`src/rtl/wb_arbiter.sv`:
```
// Two-master Wishbone arbiter: port 0 MEMORY, port 1 FETCH, with an outstanding-request cap.
// Define ARB_ROUND_ROBIN_EN for round-robin ties in IDLE; otherwise port 0 wins ties.
module wb_arbiter #(
    parameter int MAX_OUTSTANDING = 4
) (
    input  logic        clk_i,
    input  logic        rst_i,

    input  logic        m0_wb_cyc_i,
    input  logic        m0_wb_stb_i,
    input  logic        m0_wb_we_i,
    input  logic [15:0] m0_wb_addr_i,
    input  logic [15:0] m0_wb_data_i,
    output logic        m0_wb_stall_o,
    output logic        m0_wb_ack_o,
    output logic [15:0] m0_wb_data_o,

    input  logic        m1_wb_cyc_i,
    input  logic        m1_wb_stb_i,
    input  logic        m1_wb_we_i,
    input  logic [15:0] m1_wb_addr_i,
    input  logic [15:0] m1_wb_data_i,
    output logic        m1_wb_stall_o,
    output logic        m1_wb_ack_o,
    output logic [15:0] m1_wb_data_o,

    output logic        wb_cyc_o,
    output logic        wb_stb_o,
    output logic        wb_we_o,
    output logic [15:0] wb_addr_o,
    output logic [15:0] wb_data_o,
    input  logic        wb_stall_i,
    input  logic        wb_ack_i,
    input  logic [15:0] wb_data_i
);

    typedef enum logic [1:0] {
        IDLE,
        GRANT0,
        GRANT1
    } state_t;

    localparam logic [3:0] MAX_CNT = 4'(MAX_OUTSTANDING);

    state_t     state, state_d;
    logic       last_grant, last_grant_d;
    logic [3:0] outst, outst_d;
    logic       cap_stall;
    logic       accept;
    logic       dec;
    logic       tie_m1;

`ifdef ARB_ROUND_ROBIN_EN
    assign tie_m1 = ~last_grant;
`else
    logic unused_last_grant;
    assign unused_last_grant = last_grant;
    assign tie_m1 = 1'b0;
`endif

    always_comb begin
        state_d      = state;
        last_grant_d = last_grant;
        unique case (state)
            IDLE: begin
                if (m0_wb_cyc_i && m1_wb_cyc_i)
                    state_d = tie_m1 ? GRANT1 : GRANT0;
                else if (m0_wb_cyc_i)
                    state_d = GRANT0;
                else if (m1_wb_cyc_i)
                    state_d = GRANT1;
            end
            GRANT0: begin
                if (!m0_wb_cyc_i)
                    state_d = m1_wb_cyc_i ? GRANT1 : IDLE;
            end
            GRANT1: begin
                if (!m1_wb_cyc_i)
                    state_d = m0_wb_cyc_i ? GRANT0 : IDLE;
            end
            default: state_d = IDLE;
        endcase
        if (state_d == GRANT0)
            last_grant_d = 1'b0;
        else if (state_d == GRANT1)
            last_grant_d = 1'b1;
    end

    // An ack in the same cycle frees a slot, so it lifts the cap immediately.
    assign cap_stall = (outst == MAX_CNT) & ~wb_ack_i;

    always_comb begin
        wb_cyc_o      = 1'b0;
        wb_stb_o      = 1'b0;
        wb_we_o       = 1'b0;
        wb_addr_o     = '0;
        wb_data_o     = '0;
        m0_wb_stall_o = 1'b1;
        m0_wb_ack_o   = 1'b0;
        m1_wb_stall_o = 1'b1;
        m1_wb_ack_o   = 1'b0;
        unique case (state)
            GRANT0: begin
                wb_cyc_o      = m0_wb_cyc_i;
                wb_stb_o      = m0_wb_stb_i & ~cap_stall;
                wb_we_o       = m0_wb_we_i;
                wb_addr_o     = m0_wb_addr_i;
                wb_data_o     = m0_wb_data_i;
                m0_wb_stall_o = wb_stall_i | cap_stall;
                m0_wb_ack_o   = wb_ack_i & m0_wb_cyc_i;
            end
            GRANT1: begin
                wb_cyc_o      = m1_wb_cyc_i;
                wb_stb_o      = m1_wb_stb_i & ~cap_stall;
                wb_we_o       = m1_wb_we_i;
                wb_addr_o     = m1_wb_addr_i;
                wb_data_o     = m1_wb_data_i;
                m1_wb_stall_o = wb_stall_i | cap_stall;
                m1_wb_ack_o   = wb_ack_i & m1_wb_cyc_i;
            end
            default: ;
        endcase
    end

    assign m0_wb_data_o = wb_data_i;
    assign m1_wb_data_o = wb_data_i;

    assign accept = wb_stb_o & ~wb_stall_i;
    assign dec    = wb_ack_i & (outst != 4'd0);

    // Dropping cyc ends the transaction, so stale acks are never counted.
    always_comb begin
        outst_d = outst;
        if (!wb_cyc_o)
            outst_d = 4'd0;
        else if (accept && !dec && outst != 4'hF)
            outst_d = outst + 4'd1;
        else if (dec && !accept)
            outst_d = outst - 4'd1;
    end

    always_ff @(posedge clk_i) begin
        if (rst_i) begin
            state      <= IDLE;
            last_grant <= 1'b1;
            outst      <= 4'd0;
        end else begin
            state      <= state_d;
            last_grant <= last_grant_d;
            outst      <= outst_d;
        end
    end

endmodule

```
`config.mk`:
```
export PLATFORM = sky130hd
export DESIGN_NAME = wb_arbiter
export DESIGN_NICKNAME = d
export VERILOG_FILES = /design/src/rtl/wb_arbiter.sv
export SDC_FILE = /design/constraint.sdc
export NUM_CORES = 1
export LEC_CHECK = 0
export ABC_AREA = 1
export BUFFER_PORTS_ARGS = -buffer_cell sky130_fd_sc_hd__buf_2
export CAP_MARGIN = 20
export CORE_MARGIN = 2
export CORE_UTILIZATION = 28
export CTS_CLUSTER_SIZE = 24
export DETAILED_ROUTE_END_ITERATION = 10
export PLACE_DENSITY = 0.71
export SETUP_SLACK_MARGIN = 0.3
export SYNTH_ARGS = -nofsm -noshare
export SYNTH_HDL_FRONTEND = slang
export SYNTH_SLANG_ARGS = --single-unit
```
`constraint.sdc`:
```
create_clock -name clk_i -period 2.6 [get_ports clk_i]
set_clock_uncertainty 0.15 [all_clocks]
set_input_delay 0.13 -clock clk_i [delete_from_list [all_inputs] [get_ports clk_i]]
set_output_delay 0.13 -clock clk_i [all_outputs]
set_load 0.02 [all_outputs]
```
== Word level (Yosys, flattened, before mapping) ==
Index checks and enable logic that the tools add are counted.
W data, S select, Z words.

* Register bits after elaboration: 6
* Input bits: 90
* Output and inout port bits: 71
* Word-level logic and storage cells: 53

* Equal/unequal tests: 7
* Bitwise logic cells: 12
* Reduce and logical (&&, ||, !) cells: 11
* $add $sub $neg: 2
* Multiplexer cells: 19

{| class="wikitable"
|+ Operators with widths
! cell !! number
|-
| $pmux W16 S2 || 2
|-
| $mux W2 || 6
|-
| $mux W4 || 2
|-
| $ne A4 B4 Y1 const B || 2
|-
| $and A1 B1 Y1 || 7
|-
| $pmux W1 S2 || 3
|-
| $pmux W2 S3 || 1
|-
| $mux W1 || 5
|-
| $add A4 B1 Y4 const B || 1
|-
| $eq A4 B3 Y1 const B || 1
|-
| $logic_and A1 B1 Y1 || 4
|-
| $ne A2 B2 Y1 const B || 2
|-
| $not A1 Y1 || 4
|-
| $reduce_bool A4 Y1 || 1
|-
| $sub A4 B1 Y4 const B || 1
|-
| $reduce_and A3 Y1 || 1
|-
| $eq A2 B1 Y1 const B || 1
|-
| $eq A2 B2 Y1 const B || 1
|-
| $logic_not A1 Y1 || 2
|-
| $logic_not A2 Y1 || 1
|-
| $reduce_bool A2 Y1 || 1
|-
| $reduce_or A2 Y1 || 1
|-
| $or A1 B1 Y1 || 1
|}

== Longest topological paths before layout ==
* Word-level depth: 10
* Gate-level depth with buffers: 18
* Gate-level depth less buffers: 17

== Worst setup path before layout ==
Ideal clock, no wire load.

* Path kind: reg-to-reg
* Start point: reg state[0]
* End point: reg outst[3]
* Stages on the path, launching flop included: 18
* Arrival time: 2.143 ns
* Required time: 2.340 ns
* Buffers on the path: 1
* Library setup time: 0.110 ns
* Period minus slack after synthesis: 2.403 ns
* Setup slack: 0.197 ns
* Cells stage by stage: dfxtp_1 inv_1 ha_1 buf_6 inv_4 nor2_4 nor2_4 nand2_2 nor2_4 nand2_4 ha_1 a21o_1 a21oi_1 inv_1 o21ai_0 nand3_1 nand2_1 nor2_1

* Cells in the longest elaborated chain, start to end: 6
* Elaborated cells on any way between the ends: 13
* Classes of those cells: 2 x eq/ne; 3 x mux; 2 x bitwise; 6 x reduce/logical

{| class="wikitable"
|+ Ends and longest elaborated chain
! what !! RTL line !! source
|-
| from (decl) || 45 || <nowiki>state_t state, state_d;</nowiki>
|-
| from (signal assigned) || 148 || <nowiki>state <= state_d;</nowiki>
|-
| $eq A2 B2 Y1 / $eq A2 B1 Y1 (equally long branches) || 102 || <nowiki>unique case (state)</nowiki>
|-
| $pmux W1 S2 || 102 ||
|-
| $and A1 B1 Y1 || 128 || <nowiki>assign accept = wb_stb_o & ~wb_stall_i;</nowiki>
|-
| $logic_and A1 B1 Y1 / $logic_not A1 Y1 (equally long branches) || 136, 138 ||
|-
| $logic_and A1 B1 Y1, on equally long branches || 136, 138 ||
|-
| $mux W4 / $reduce_bool A2 Y1 (equally long branches) || - ||
|-
| to (signal assigned) || 150 || <nowiki>outst <= outst_d;</nowiki>
|-
| to (decl) || 47 || <nowiki>logic [3:0] outst, outst_d;</nowiki>
|}

Parallel ways exist; a longest one is shown, timed or not.
A chain may end at the register's enable or synchronous reset.

== Worst setup path after layout ==
Same ends and word-level chain as after synthesis.

==> impl_results.md <==
- Status: finished clean
- Utilization after layout: 40.9%
- Std-Cell Core Area: 4440 sq um
- Period Utilization, post-route: 84.7%
- Total count of hold-check failures in the final report: 0
- Number of max-cap violations: 0
- Cell type with the highest aggregate area in the netlist: sky130_fd_sc_hd__nand2_1
- Area share of the leading cell type in the synthesized netlist: 23.6%
- Power per Cell Area: 386 nW/um^2
- Number of fillers in the final layout: 487
- Adder-cell share of the synthesized area: 7.21%
- Number of library cell types mapped by synthesis: 29
- Mapped Avg Cell Area: 5.68 sq um
- Vias per cell: 4.56
- Transition at the pin with the smallest max-transition slack: 334 ps
- Worst reg-to-reg path cell count: 16
- Cell with the largest stage delay on the worst path: sky130_fd_sc_hd__dfxtp_2
- Launch point of the worst hold path: m0_wb_cyc_i
- Synthesized net count: 329
- Max-slew violation count: 0
- Biggest fanout along the worst timing path: 3
- Initial antenna violation count: 0
- Remaining design rule violation count: 0
- Total number of placement rows: 24
- Post-Place Cells: 356
- Worst hold path cell count: 3
- Final Total Pwr: 702 uW
- Multiplexer fraction of the synthesized cell area: 0%
- Met3 track demand over resource: 2.49%
- Aggregate global routing overflow: 0
- Total negative setup slack: 0 ps
- Total number of vias: 1660
- Critical path's most frequent cell: sky130_fd_sc_hd__nor2_4
- Ranking of synthesized cells by area: sky130_fd_sc_hd__nand2_1, sky130_fd_sc_hd__buf_4, sky130_fd_sc_hd__a21oi_1, sky130_fd_sc_hd__dfxtp_1, sky130_fd_sc_hd__ha_1
- Area of the die: 5280 sq um
- Xor and xnor fraction of the mapped netlist area: 0.664%
- Kind of capture point of the worst setup path: flop
- Placed inst area: 1680 sq um
- Area share of and/or/nand/nor cells after synthesis: 35.5%
- Setup crit start kind: flop
- Pin count of the biggest net entering global routing: 35
- Total of buffers placed on input and output ports: 112
- EDFF count, synth: 0
- Final critical-path required period: 2200 ps
- Fraction of synthesis flops using an asynchronous set or reset pin: 0%
- Starting DRC count in detailed routing: 40
- Launching element of the worst setup path: state[0]
- Number of buffers added by the clock tree synthesis step: 3
- Final weighted congestion of routability-driven global placement: 0.860
- Crit path kind: flop to flop
- Sequential share of the synthesized area: 9.11%
- Routing usage on met1: 17.3%
- Initial cell density of the core: 29.7%
- Clock tree from TritonCTS: done
- Total buffers and inverters traversed by the critical path: 3
- Synthesis-stage register bit count: 6
- Clock root buffer: sky130_fd_sc_hd__clkbuf_8
- Count of antenna-violating nets left after detailed routing: 0
- Final setup slack of the worst path: 398 ps
- Type of the tightest min-delay check: input port to flop
- Worst R2R Start: state[0]
- Worst rel slew slack: 77.7%
- End of the worst hold path: state[0]
- Max Clk Rate: 0.454 GHz
- Clock Sinks: 6
- Synthesized-area fraction occupied by ao, oa, aoi and oai cells: 19.9%
- FF-to-FF End: outst[3]
- Number of antenna cells inserted: 0
- Final non-filler cell area: 1820 sq um
- Total number of nets in the final design: 411
- Number of top-level pins: 161
- Detailed placement HPWL: 3.39 mm
- Clock H-tree levels: 1
- RSZ-0062 raised after global routing: yes
- Data required time at the worst endpoint: 2580 ps
- Synth Flop Type: sky130_fd_sc_hd__dfxtp_1
- Worst-skew pair later-pin latency: 230 ps
- Area of combinational cells with multiple inputs: 888 sq um
- Total length of routed wires: 4.32 mm
- Layer with the highest usage: met2
- Synthesis Warnings: 0
- Clock-pin slew reported for the worst setup and hold paths after clock tree synthesis: 40 ps
- Dominant combinational cell family by area after synthesis: simple AND/OR/NAND/NOR gates
- Sequential cell area in the final layout: 123 sq um
- Hold Worst Slack: 27.5 ps
- Summed instance area of the synthesized netlist: 1320 sq um
- Leakage power: 0.924 nW
- Routed WL per cell: 11.9 um
- Synthesized netlist cell count: 232
- Share of final-layout standard cells stronger than drive strength 1: 47.4%
- Setup slack, reg-to-reg: 400 ps
- Critical-path cell list: inv_4, ha_4, inv_4, nor2_4, nor2_4, nand2_2, nor2_4, nand2_4, ha_4, a21o_1, a21oi_2, inv_2, o21ai_1, nand3_1, nand2_1, nor2_1
- Global-route wire length before repair: 6.56 mm
- Horizontal extent of the die: 72.6 um
- Total setup violations reported at the end of the flow: 0
- Crit-path max cell delay: 340 ps
- Cell type group with the largest total delay on the critical path: simple AND/OR/NAND/NOR gates
- Die Y-Extent: 72.6 um
- Number of global-route vias before repair: 1514
- Met2 Resource Use GR: 28.0%
- 1st-pass router iterations: 4
- Filler-free cell count of the finished design: 364
- Area growth from synthesis to layout: 37.8%
- Total Routing Usage GR: 15.4%
- Max VDD drop: 0.278 mV
- Crit path DAT: 2180 ps
- Pre-CTS WS: 178 ps
- Clock tree buffer depth: 2
worst max path at each step:
stage | to | depth (start not counted) | slack [ps]
final | outst[3] | 16 | 400
after global routing | outst[3] | 16 | 270
after CTS | outst[3] | 16 | 330
after detailed placement | outst[3] | 16 | 180
after global placement | outst[3] | 16 | 280
after floorplan | outst[3] | 17 | 310
report_power, final:
| part | switching, mW | internal (mW) |
|---|---|---|
| combinational | 0.282 | 0.169 |
| clock | 0.0461 | 0.0999 |
| sequential | 0.00652 | 0.0984 |
| total | 0.335 | 0.367 |
sequential cells by signal (all words and copies together) (netlist names):
name	count
outst	4
state	2
layer usage:
metal  up-vias  wire length, um
met4         0               96
met2        81             2190
met3        11              324
li1        864                -
met5         -                0
met1       704             1710
worst register-to-register path: stages, from the launching register on:
cell,delay (ps)
sky130_fd_sc_hd__dfxtp_2,340
sky130_fd_sc_hd__inv_4,50
sky130_fd_sc_hd__ha_4,170
sky130_fd_sc_hd__inv_4,70
sky130_fd_sc_hd__nor2_4,40
sky130_fd_sc_hd__nor2_4,70
sky130_fd_sc_hd__nand2_2,80
sky130_fd_sc_hd__nor2_4,150
sky130_fd_sc_hd__nand2_4,80
sky130_fd_sc_hd__ha_4,210
sky130_fd_sc_hd__a21o_1,160
sky130_fd_sc_hd__a21oi_2,190
sky130_fd_sc_hd__inv_2,60
sky130_fd_sc_hd__o21ai_1,110
sky130_fd_sc_hd__nand3_1,70
sky130_fd_sc_hd__nand2_1,60
sky130_fd_sc_hd__nor2_1,30
layout make-up:
| type | instances | area share [%] |
|---|---|---|
| Inverter | 19 | 4.20 |
| Multi-Input combinational cell | 164 | 48.9 |
| Timing Repair Buffer | 120 | 34.3 |
| Clock buffer | 3 | 2.27 |
| Tap cell | 52 | 3.58 |
| Sequential cell | 6 | 6.75 |
timing repair:
item	4_1_cts	5_1_grt
endpoints found under the hold margin	1	0
hold buffers	1	0
resized for setup	5	7
setup endpoints to repair	1	1
buffers inserted	1	3
cloned	0	0
pin swaps	0	7
cell usage in the layout, fill, tap and decap left out, drive strengths merged:
master,n
nand2,86
nor2,11
clkbuf,3
fa,1
inv,17
or2,1
o22ai,1
ha,6
dfxtp,6
nand3,6
dlygate4sd3,1
a21o,1
xnor2,1
o21ai,4
buf,119
a31oi,3
clkinv,2
a21oi,40
nor3,3
Yosys cell counts, types with 3 or more instances:
master                     count
sky130_fd_sc_hd__a21oi_1      39
sky130_fd_sc_hd__a31oi_1       3
sky130_fd_sc_hd__buf_4        32
sky130_fd_sc_hd__clkbuf_1      9
sky130_fd_sc_hd__dfxtp_1       6
sky130_fd_sc_hd__ha_1          6
sky130_fd_sc_hd__inv_1        14
sky130_fd_sc_hd__nand2_1      83
sky130_fd_sc_hd__nand3_1       5
sky130_fd_sc_hd__nor2_1        5
sky130_fd_sc_hd__nor2_2        3
sky130_fd_sc_hd__nor2_4        3
sky130_fd_sc_hd__nor3_1        3
sky130_fd_sc_hd__o21ai_0       3
logic make-up (layout without fill, tap and decap cells):
kind of cell / after synthesis / in the layout
flops: 6 / 6
buf+inv: 62 / 142
fa+ha+maj: 7 / 7
simple gates: 107 / 107
xor+xnor: 1 / 1
compound gates: 49 / 49
(Power assumes the default switching activity.)
